### src/rtl/wb_write_arbiter.sv
// Register-file write-port arbiter: merges the pipeline WB write with buffered
// long-latency results and tracks which registers still await a long result.
module wb_write_arbiter #(
  parameter int DEPTH        = 2,
  parameter int STARVE_LIMIT = 4
) (
  input  logic                     clk,
  input  logic                     rst,
  input  logic [3:0]               pipe_we,
  input  logic [4:0]               pipe_wa,
  input  logic [31:0]              pipe_wd,
  output logic                     pipe_stall,
  input  logic                     lo_issue,
  input  logic [4:0]               lo_issue_wa,
  input  logic                     lo_valid,
  output logic                     lo_ready,
  input  logic [4:0]               lo_wa,
  input  logic [31:0]              lo_wd,
  input  logic [4:0]               ra1,
  input  logic [4:0]               ra2,
  output logic                     busy1,
  output logic                     busy2,
  output logic [3:0]               we3,
  output logic [4:0]               wa3,
  output logic [31:0]              wd3,
  output logic [$clog2(DEPTH):0]   fifo_count
);

  localparam int AW = $clog2(DEPTH);
  localparam int SW = $clog2(STARVE_LIMIT + 1);

  // Long-op handshake: a result transfers on a cycle where lo_valid && lo_ready;
  // lo_ready depends only on FIFO space and this cycle's pop, never on lo_valid.

  typedef enum logic [2:0] {
    SEL_NONE,
    SEL_DRAIN,
    SEL_PIPE,
    SEL_HEAD,
    SEL_BYPASS
  } sel_t;

  sel_t          sel;
  logic [4:0]    fifo_wa [DEPTH];
  logic [31:0]   fifo_wd [DEPTH];
  logic [AW-1:0] rd_ptr;
  logic [AW-1:0] wr_ptr;
  logic [AW:0]   count;
  logic [SW-1:0] starve;
  logic [31:0]   pending;
  logic [31:0]   pending_next;

  logic pipe_req;
  logic full;
  logic empty;
  logic forced;
  logic pop;
  logic bypass;
  logic push;
  logic [4:0]  head_wa;
  logic [31:0] head_wd;

  assign pipe_req = (pipe_we != 4'b0000) && (pipe_wa != 5'd0);
  assign full     = (count == (AW+1)'(DEPTH));
  assign empty    = (count == '0);
  assign forced   = full && (starve == SW'(STARVE_LIMIT));
  assign head_wa  = fifo_wa[rd_ptr];
  assign head_wd  = fifo_wd[rd_ptr];

  always_comb begin
    sel = SEL_NONE;
    if (rst)                                 sel = SEL_NONE;
    else if (forced)                         sel = SEL_DRAIN;
    else if (pipe_req)                       sel = SEL_PIPE;
    else if (!empty)                         sel = SEL_HEAD;
    else if (lo_valid && (lo_wa != 5'd0))    sel = SEL_BYPASS;
  end

  assign pop        = (sel == SEL_DRAIN) || (sel == SEL_HEAD);
  assign bypass     = (sel == SEL_BYPASS);
  assign lo_ready   = !rst && (!full || pop);
  // r0 results complete the handshake but are simply dropped.
  assign push       = lo_valid && lo_ready && !bypass && (lo_wa != 5'd0);
  assign pipe_stall = (sel == SEL_DRAIN) && pipe_req;
  assign fifo_count = count;

  always_comb begin
    we3 = 4'b0000;
    wa3 = 5'd0;
    wd3 = 32'd0;
    case (sel)
      SEL_DRAIN, SEL_HEAD: begin
        we3 = 4'b1111;
        wa3 = head_wa;
        wd3 = head_wd;
      end
      SEL_PIPE: begin
        we3 = pipe_we;
        wa3 = pipe_wa;
        wd3 = pipe_wd;
      end
      SEL_BYPASS: begin
        we3 = 4'b1111;
        wa3 = lo_wa;
        wd3 = lo_wd;
      end
      default: begin
        we3 = 4'b0000;
      end
    endcase
  end

  always_ff @(posedge clk) begin
    if (push) begin
      fifo_wa[wr_ptr] <= lo_wa;
      fifo_wd[wr_ptr] <= lo_wd;
    end
  end

  // Pointers wrap naturally because DEPTH is a power of two.
  always_ff @(posedge clk) begin
    if (rst) begin
      rd_ptr <= '0;
      wr_ptr <= '0;
      count  <= '0;
    end else begin
      if (push) wr_ptr <= wr_ptr + AW'(1);
      if (pop)  rd_ptr <= rd_ptr + AW'(1);
      case ({push, pop})
        2'b10:   count <= count + (AW+1)'(1);
        2'b01:   count <= count - (AW+1)'(1);
        default: count <= count;
      endcase
    end
  end

  always_ff @(posedge clk) begin
    if (rst) begin
      starve <= '0;
    end else if (pop || !full) begin
      starve <= '0;
    end else if ((sel == SEL_PIPE) && (starve != SW'(STARVE_LIMIT))) begin
      starve <= starve + SW'(1);
    end
  end

  // Clears are applied before the set so an issue to the same register wins.
  always_comb begin
    pending_next = pending;
    if (pop)    pending_next[head_wa] = 1'b0;
    if (bypass) pending_next[lo_wa]   = 1'b0;
    if (lo_issue && (lo_issue_wa != 5'd0)) pending_next[lo_issue_wa] = 1'b1;
    pending_next[0] = 1'b0;
  end

  always_ff @(posedge clk) begin
    if (rst) pending <= '0;
    else     pending <= pending_next;
  end

  assign busy1 = !rst && pending[ra1];
  assign busy2 = !rst && pending[ra2];

endmodule

### config.mk
export PLATFORM = sky130hd
export DESIGN_NAME = wb_write_arbiter
export DESIGN_NICKNAME = d
export VERILOG_FILES = /design/src/rtl/wb_write_arbiter.sv
export SDC_FILE = /design/constraint.sdc
export NUM_CORES = 1
export LEC_CHECK = 0
export ABC_AREA = 0
export CAP_MARGIN = 5
export CORE_MARGIN = 4
export CORE_UTILIZATION = 50
export DETAILED_ROUTE_END_ITERATION = 6
export PLACE_DENSITY = 0.8
export SYNTH_ARGS = -nofsm -noshare
export SYNTH_HDL_FRONTEND = slang
export SYNTH_SLANG_ARGS = --single-unit
### constraint.sdc
create_clock -name clk -period 5 [get_ports clk]
set_input_delay 0.5 -clock clk [delete_from_list [all_inputs] [get_ports clk]]
set_output_delay 0.5 -clock clk [all_outputs]
set_load 0.05 [all_outputs]
==> results.cfg, run 1 <==
[finish]
diodes = 0
area_growth_pct = 35.9
drive_above_1_share = 0.117
fin_util = 0.696
finalNetCount = 761
multi_input_area_mm2 = 0.00270
nFillCells = 818
seqCellArea_mm2 = 0.00300

[pwr]
vdd_drop_max_mv = 0.222
p_per_area_mw_per_mm2 = 330
power_leakage_nw = 2.64
total_power_w = 0.00264

[route]
drt-initial-drc-count = 452
routed_wl_mm = 17.2
vias = 5155
dr.pass1.iters = 5
drc_errors = 0
met1_length_mm = 6.60
avgViaCountPerCell = 6.31
drtAntennaViolNets = 0
route.met2.wl_mm = 8.35
highest_layer = met4
drt-wirelength-per-cell_um = 21.1
wl_met3_mm = 1.69

[yosys]
synth.avg_cell_area_um2 = 11.2
netlist_area_mm2 = 0.00587
synth_cell_types = 50
synth_area_leaders = edfxtp_1 (38%), dfxtp_1 (13%), mux2i_1 (7.7%), mux4_2 (5.4%), a22oi_1 (4.3%)
synth_top_area_share = 0.378
synth_async_sr_flop_share = 0
syn_nets = 624
syn_inst = 524
yosysWarnings = 0
synth_area_leader_cell = edfxtp_1
synth-edff-count = 74
synth_seq_cells = 113
ys.flop_type = edfxtp_1
synth_seq_area_share = 0.511

[critical_path]
cpPeakStageDelay_ns = 0.85
rrSetupSlack_ns = 2.42
worstPathMaxFanout = 37
critPathLaunchType = input port
crit_arrival_ns = 3.58
crit_top_cell = clkdlybuf4s50_1
slowest_stage = clkdlybuf4s50_1
reg2reg_depth = 5
required_ns = 4.50
path_cells = clkdlybuf4s50_1, or4_4, o21a_4, nor4_4, buf_4, a22oi_1, o21ai_0, clkdlybuf4s50_1
reg2reg_to = pending[4]$_SDFF_PP0_
end_kind = primary output
critical_path_class = input port to primary output

[sta]
post-route-min-period_ns = 4.08
finalHoldViolations = 0
rsz0062_at_grt = no
worst_slew_pin_slew_ns = 0.813
max_slew_margin = 0.443
drv_slew = 0
hold_slack_ns = 0.444
finalCritPeriodShare = 0.817
setup_viol = 0
max_freq_mhz = 245
finalSetupTns_ns = 0
clock_skew_ns = 0.0163

[clock_tree]
cts_max_path_buffers = 2
cts_tree = yes
cts_resized = 0
postCtsHoldBufs = 0
cts_htree_levels = 4
cts_setup_buffers = 0
clock_latency_ns = 0.42
clkTransAtPathRegs_ns = 0.05
cts_sinks = 113
cts_root_buffer = clkbuf_16
cts_inserted_buffers = 17

[global_route]
track_usage = 0.255
grt.overflow.total = 0
grt_pass1_vias = 5279
grt_pass1_wl_mm = 26.6
grt_max_degree = 44
antenna_found_initial = 0

[floorplanning]
die_height_um = 116
die_area_mm2 = 0.0135
start_util = 0.512
die_w_um = 116
pin_count = 144
num_rows = 39
core_area_mm2 = 0.0115

[min_path]
holdPathStages = 1
holdPathEnd = starve[0]$_SDFFE_PP0P_
hold_class = flip-flop to flip-flop
hp-start = starve[0]$_SDFFE_PP0P_

[run_status]
status = finished, final reports clean

[run]
maxCapViolCount = 0

[placed_design]
gp_congestion = 0.902
hpwlAfterDp_mm = 11.8
io_buffers = 143
[logic make-up (layout without fill, tap and decap cells)]
family	count (synthesis)	after routing	share of synthesized area
AOI/OAI and AO/OA	153	153	0.171
and+or+nand+nor	151	151	0.142
DFF	113	113	0.511
muxes	60	60	0.132
buffers and inverters	41	191	0.0328
adders and majority gates	3	3	0.00639
xor gates and xnor gates	3	3	0.00447
[cell type report]
cell class	count	area share
Sequential cell	113	0.376
Clock inverter	15	0.0208
Tap cell	143	0.0224
Multi-Input combinational cell	370	0.338
Timing Repair Buffer	153	0.186
Inverter	6	0.00282
Clock buffer	17	0.0533
[metal layers]
layer  track usage  vias to the layer above
met5             0                        -
met4         0.118                        0
met3        0.0715                       61
met2         0.421                      307
met1         0.311                     2474
li1              -                     2313
[power breakdown]
part / internal [W] / switching (W)
clock network: 0.000778 / 0.000426
registers: 0.00103 / 0.0000150
logic: 0.000159 / 0.000227
[worst max-delay path: cells and delay by family]
kind,cells,cell delay [ns]
compound gates,3,0.50
simple gates,2,0.82
buf+inv,3,1.73
[worst max path at each step]
stage | to | from
detailed placement | wd3[18] | pipe_wa[3]
global route | wd3[18] | pipe_wa[3]
finish | wd3[10] | pipe_wa[3]
floorplan | fifo_wa[0][0]$_DFFE_PP_ | pipe_wa[0]
CTS | wd3[18] | pipe_wa[3]
global placement | wa3[0] | pipe_wa[0]
[flip-flops by register name (all words and copies together) (netlist names), named ones only]
signal      flops
fifo_count      2
fifo_wa        10
fifo_wd        64
pending        31
rd_ptr          1
starve          3
wr_ptr          1
[cell usage in the layout, fill, tap and decap left out, types with 2 or more instances in the layout]
cell type and count:
nand3_1 12, o22ai_1 11, or4_1 2, inv_6 2, nand2b_1 2, nor2_4 2
a21oi_1 8, clkinv_2 4, nor2b_1 35, o21ai_0 49, or3_1 3, a221o_1 3
o22a_1 2, nand3b_1 12, mux2i_1 45, nor2_1 35, o31ai_1 3, or3b_2 3
clkdlybuf4s50_1 135, clkinvlp_4 3, xnor2_1 2, nor3_1 5, clkbuf_16 17, o21ai_1 17
nand4_1 3, clkinv_1 2, a22oi_1 34, nand2_1 26, o221ai_1 19, nand4b_1 2
buf_4 18, edfxtp_1 74, bufinv_16 3, mux4_2 14, ha_1 3, dfxtp_1 38
inv_1 6
[cells in the mapped netlist, types with 4 or more instances]
cell type	instances
a21oi_1	8
a22oi_1	34
buf_2	6
buf_6	4
clkbuf_1	24
dfxtp_1	39
edfxtp_1	74
inv_1	6
mux2i_1	45
mux4_2	14
nand2_1	26
nand3_1	12
nand3b_1	12
nor2_1	37
nor2b_1	35
nor3_1	5
o21ai_0	49
o21ai_1	17
o221ai_1	19
o22ai_1	11
[per-stage QoR]
| step | setup slack [ns] | instances | instance area (um^2) |
|---|---|---|---|
| floorplan | 1.09 | 524 | 5870 |
| CTS | 0.924 | 817 | 7980 |
| detailed placement | 0.910 | 785 | 7390 |
| global route | 0.808 | 817 | 7980 |
| global placement | 0.956 | 785 | 7390 |
| finish | 0.916 | 817 | 7980 |
Note: power is estimated with default switching activity, not from simulation.
==> run 2, diff against run 1 <==
==> constraint.sdc (replaced) <==
create_clock -name clk -period 4.2 [get_ports clk]
set_input_delay 0.42 -clock clk [delete_from_list [all_inputs] [get_ports clk]]
set_output_delay 0.42 -clock clk [all_outputs]
set_load 0.05 [all_outputs]
==> results.cfg, run 2 (same netlist as run 1, synthesis figures left out) <==
[run_status]
status = finished, final reports clean

[route]
drtAntennaViolNets = 0
routed_wl_mm = 16.8
vias = 5055
drt-initial-drc-count = 420
dr.pass1.iters = 5
drc_errors = 0
avgViaCountPerCell = 6.19
drt-wirelength-per-cell_um = 20.6

[pwr]
pwr-share-seq = 0.389
power_frac_comb = 0.139
power_leakage_nw = 2.71
p_per_area_mw_per_mm2 = 404
internal_power_w = 0.00241
p_sw_w = 0.000800
p_clk_frac = 0.472
swShare = 0.249
vdd_drop_max_mv = 0.321

[floorplanning]
die_area_mm2 = 0.0135
die_w_um = 116
die_height_um = 116
core_area_mm2 = 0.0115
num_rows = 39
pin_count = 144
start_util = 0.512

[run]
maxCapViolCount = 0

[clock_tree]
cts_root_buffer = clkbuf_16
clock_latency_ns = 0.40
cts_sinks = 113
cts_inserted_buffers = 17
cts_max_path_buffers = 2
cts_htree_levels = 4
cts_setup_buffers = 0
cts_resized = 0
postCtsHoldBufs = 0
clkTransAtPathRegs_ns = 0.05
cts_tree = yes

[min_path]
holdPathEnd = starve[0]$_SDFFE_PP0P_
hp-start = starve[0]$_SDFFE_PP0P_
holdPathStages = 1
hold_class = flip-flop to flip-flop

[sta]
finalHoldViolations = 0
setup_ws_ns = 0.643
post-route-min-period_ns = 3.56
finalCritPeriodShare = 0.847
max_slew_margin = 0.427
worst_slew_pin_slew_ns = 0.859
clock_skew_ns = 0.00769
finalSetupTns_ns = 0
hold_slack_ns = 0.442
rsz0062_at_grt = no
drv_slew = 0
max_freq_mhz = 281
setup_viol = 0

[placed_design]
hpwlAfterDp_mm = 11.9
io_buffers = 143
gp_congestion = 0.950
placed_cell_area_mm2 = 0.00732
dpl.cell_count = 785
place_ws_ns = 0.636

[global_route]
grt_pass1_vias = 4902
grt_pass1_wl_mm = 25.4
grt_max_degree = 52
track_usage = 0.245
grt.overflow.total = 0
antenna_found_initial = 0

[critical_path]
cpPeakStageDelay_ns = 0.75
crit_arrival_ns = 3.14
reg2reg_to = fifo_count[1]$_SDFFE_PP0P_
reg2reg_depth = 9
r2r-start = starve[0]$_SDFFE_PP0P_
path_cells = clkdlybuf4s50_1, mux4_2, mux4_2, nand3b_1, o31ai_1, clkdlybuf4s50_1
required_ns = 3.78
critPathLaunchType = input port
rrSetupSlack_ns = 1.62
worstPathMaxFanout = 10
critical_path_class = input port to primary output
end_kind = primary output
slowest_stage = clkdlybuf4s50_1

[finish]
finalNetCount = 761
largest_register_ffs = 64
area_growth_pct = 35.4
fin_cells = 817
diodes = 0
drive_above_1_share = 0.168
top_regs = fifo_wd x64, pending x31, fifo_wa x10
final_cell_mix = clkdlybuf4s50_1 (102), edfxtp_1 (74), buf_4 (50)
fin_area_mm2 = 0.00795
max_flop_register = fifo_wd
layout.cells.most_common = clkdlybuf4s50_1
run 2: stage by stage:
| step | total power, W | util |
|---|---|---|
| after CTS | 0.00323 | 0.694 |
| after floorplan | 0.00151 | - |
| after global routing | 0.00332 | 0.694 |
| after detailed placement | 0.00172 | 0.638 |
| after global placement | 0.00171 | 0.638 |
| final | 0.00321 | 0.694 |
run 2: metal layers:
layer / GRT usage / share of wire / wire length (um)
met5: 0 / 0 / 0
met4: 0.0944 / 0.025 / 414
met3: 0.0565 / 0.096 / 1610
met2: 0.412 / 0.48 / 8080
met1: 0.309 / 0.40 / 6680
run 2: worst max path at each step:
stage / endpoint / cells past startpoint / start / slack (ns)
after global routing: busy2 / 6 / ra2[0] / 0.51
final: busy2 / 6 / ra2[0] / 0.64
after global placement: busy2 / 6 / ra2[0] / 0.67
after CTS: busy2 / 6 / ra2[0] / 0.63
after floorplan: fifo_wa[0][0]$_DFFE_PP_ / 6 / pipe_wa[0] / 0.37
after detailed placement: busy2 / 6 / ra2[0] / 0.64
run 2: final cells by class:
class,count,area (um^2)
inverter,6,22.5
fill,831,3510
multi-input combinational,370,2700
sequential,113,3000
tap,143,179
clock inverter,14,204
timing repair buffer,153,1420
clock buffer,18,429
run 2: critical path: cells and delay by family:
family	cells	cell delay (ns)
AOI/OAI and AO/OA	1	0.08
and+or+nand+nor	1	0.10
buffers and inverters	2	1.48
muxes	2	1.05
run 2: power by group through the flow:
stage	registers (W)	clock network (W)	logic, W
after floorplan	0.00127	0	0.000246
after global placement	0.00127	0	0.000437
after detailed placement	0.00127	0	0.000444
after CTS	0.00125	0.00153	0.000446
after global routing	0.00125	0.00159	0.000473
final	0.00125	0.00152	0.000446
==> run 3, diff against run 2 <==
--- a/config.mk
+++ b/config.mk
@@ -8,9 +8,9 @@
 export ABC_AREA = 0
 export CAP_MARGIN = 5
 export CORE_MARGIN = 4
-export CORE_UTILIZATION = 50
+export CORE_UTILIZATION = 45
 export DETAILED_ROUTE_END_ITERATION = 6
-export PLACE_DENSITY = 0.8
+export PLACE_DENSITY = 0.76
 export SYNTH_ARGS = -nofsm -noshare
 export SYNTH_HDL_FRONTEND = slang
 export SYNTH_SLANG_ARGS = --single-unit
==> constraint.sdc (replaced) <==
create_clock -name clk -period 3.15 [get_ports clk]
set_input_delay 0.315 -clock clk [delete_from_list [all_inputs] [get_ports clk]]
set_output_delay 0.315 -clock clk [all_outputs]
set_load 0.05 [all_outputs]
==> results.cfg, run 3 (same netlist as run 1, synthesis figures left out) <==
[clock_tree]
postCtsHoldBufs = 0
cts_htree_levels = 4
cts_root_buffer = clkbuf_16
cts_sinks = 113
cts_inserted_buffers = 17
cts_tree = yes
clock_latency_ns = 0.41
cts_resized = 0
cts_setup_buffers = 0
clkTransAtPathRegs_ns = 0.05
cts_max_path_buffers = 2

[global_route]
track_usage = 0.231
antenna_found_initial = 0
grt_pass1_vias = 4905
grt_max_degree = 46
grt.overflow.total = 0
grt_pass1_wl_mm = 26.4

[critical_path]
cp.depth = 8
critical_path_class = input port to primary output
worstPathMaxFanout = 29
end_kind = primary output
path_cells = clkdlybuf4s50_1, or4_4, o21a_4, nor4_4, buf_12, a22oi_1, o21ai_0, buf_4
cp_num_buf_inv = 3
slowest_stage = or4_4
crit_arrival_ns = 2.60
cpPeakStageDelay_ns = 0.59
reg2reg_depth = 6
critical_path.top_delay_family = simple AND/OR/NAND/NOR gates
critPathLaunchType = input port
required_ns = 2.83

[pwr]
p_clk_frac = 0.446
swShare = 0.260
vdd_drop_max_mv = 0.266
internal_power_w = 0.00306
power_leakage_nw = 2.76
p_per_area_mw_per_mm2 = 512
pwr-share-seq = 0.403
power_frac_comb = 0.151
p_sw_w = 0.00107

[route]
dr.pass1.iters = 7
drc_errors = 0
drt-initial-drc-count = 384
vias = 5111
routed_wl_mm = 17.3
drt-wirelength-per-cell_um = 20.2
avgViaCountPerCell = 5.96
drtAntennaViolNets = 0

[finish]
finalNetCount = 772
area_growth_pct = 37.5
drive_above_1_share = 0.187
fin_util = 0.635
nFillCells = 1018
layout.cells.most_common = clkdlybuf4s50_1
fin_cells = 857
seqCellArea_mm2 = 0.00300
final_cell_mix = clkdlybuf4s50_1 (98), edfxtp_1 (74), buf_4 (59)
max_flop_register = fifo_wd
multi_input_area_mm2 = 0.00270
top_regs = fifo_wd x64, pending x31, fifo_wa x10
largest_register_ffs = 64
diodes = 0

[sta]
hold_slack_ns = 0.446
finalCritPeriodShare = 0.925
max_slew_margin = 0.544
max_freq_mhz = 343
drv_slew = 0
post-route-min-period_ns = 2.91
finalHoldViolations = 0
rsz0062_at_grt = no
worst_slew_pin_slew_ns = 0.684
setup_viol = 0
clock_skew_ns = 0.0108

[floorplanning]
die_height_um = 122
pin_count = 144
die_w_um = 122
core_area_mm2 = 0.0127
start_util = 0.462
num_rows = 41
die_area_mm2 = 0.0149

[min_path]
holdPathStages = 1
hold_class = flip-flop to flip-flop

[run]
maxCapViolCount = 0

[placed_design]
dpl.cell_count = 825
hpwlAfterDp_mm = 12.1
io_buffers = 143
gp_congestion = 0.905

[run_status]
status = finished, final reports clean
[run 3: final cells by class]
cell class | instances | area share
Multi-Input combinational cell | 370 | 0.334
Clock inverter | 14 | 0.0175
Sequential cell | 113 | 0.372
Clock buffer | 18 | 0.0531
Inverter | 6 | 0.00279
Timing Repair Buffer | 164 | 0.194
Tap cell | 172 | 0.0267
[run 3: power groups by stage]
stage | clock network (W) | registers [W] | logic [W]
after floorplan | 0 | 0.00169 | 0.000328
after global placement | 0 | 0.00169 | 0.000609
after detailed placement | 0 | 0.00169 | 0.000620
after CTS | 0.00186 | 0.00166 | 0.000623
after global routing | 0.00193 | 0.00167 | 0.000657
final | 0.00184 | 0.00166 | 0.000624
[run 3: through the flow]
stage               setup WS [ns]  instance area, um^2  power, W  setup TNS, ns
floorplan                  -0.574                 5870   0.00202         -42.49
global route                0.141                 8080   0.00426              0
CTS                         0.239                 8080   0.00415              0
global placement            0.277                 7500   0.00230              0
detailed placement          0.221                 7500   0.00231              0
finish                      0.237                 8080   0.00413              0
[run 3: path summary, 6_finish.rpt]
path | start | to | slack, ns
setup reg to reg | fifo_count[0]$_SDFFE_PP0P_ | fifo_count[1]$_SDFFE_PP0P_ | 0.98
hold reg to reg | starve[0]$_SDFFE_PP0P_ | starve[0]$_SDFFE_PP0P_ | 0.45
setup / recovery | pipe_wa[0] | wd3[11] | 0.24
hold / removal | starve[0]$_SDFFE_PP0P_ | starve[0]$_SDFFE_PP0P_ | 0.45
[run 3: routing by layer]
metal,part of all wire,routed length [um],global-route usage,up-vias
li1,-,-,-,2341
met1,0.42,7260,0.305,2503
met2,0.49,8450,0.380,245
met3,0.083,1430,0.0571,22
met4,0.0088,153,0.0679,0
met5,0,0,0,-
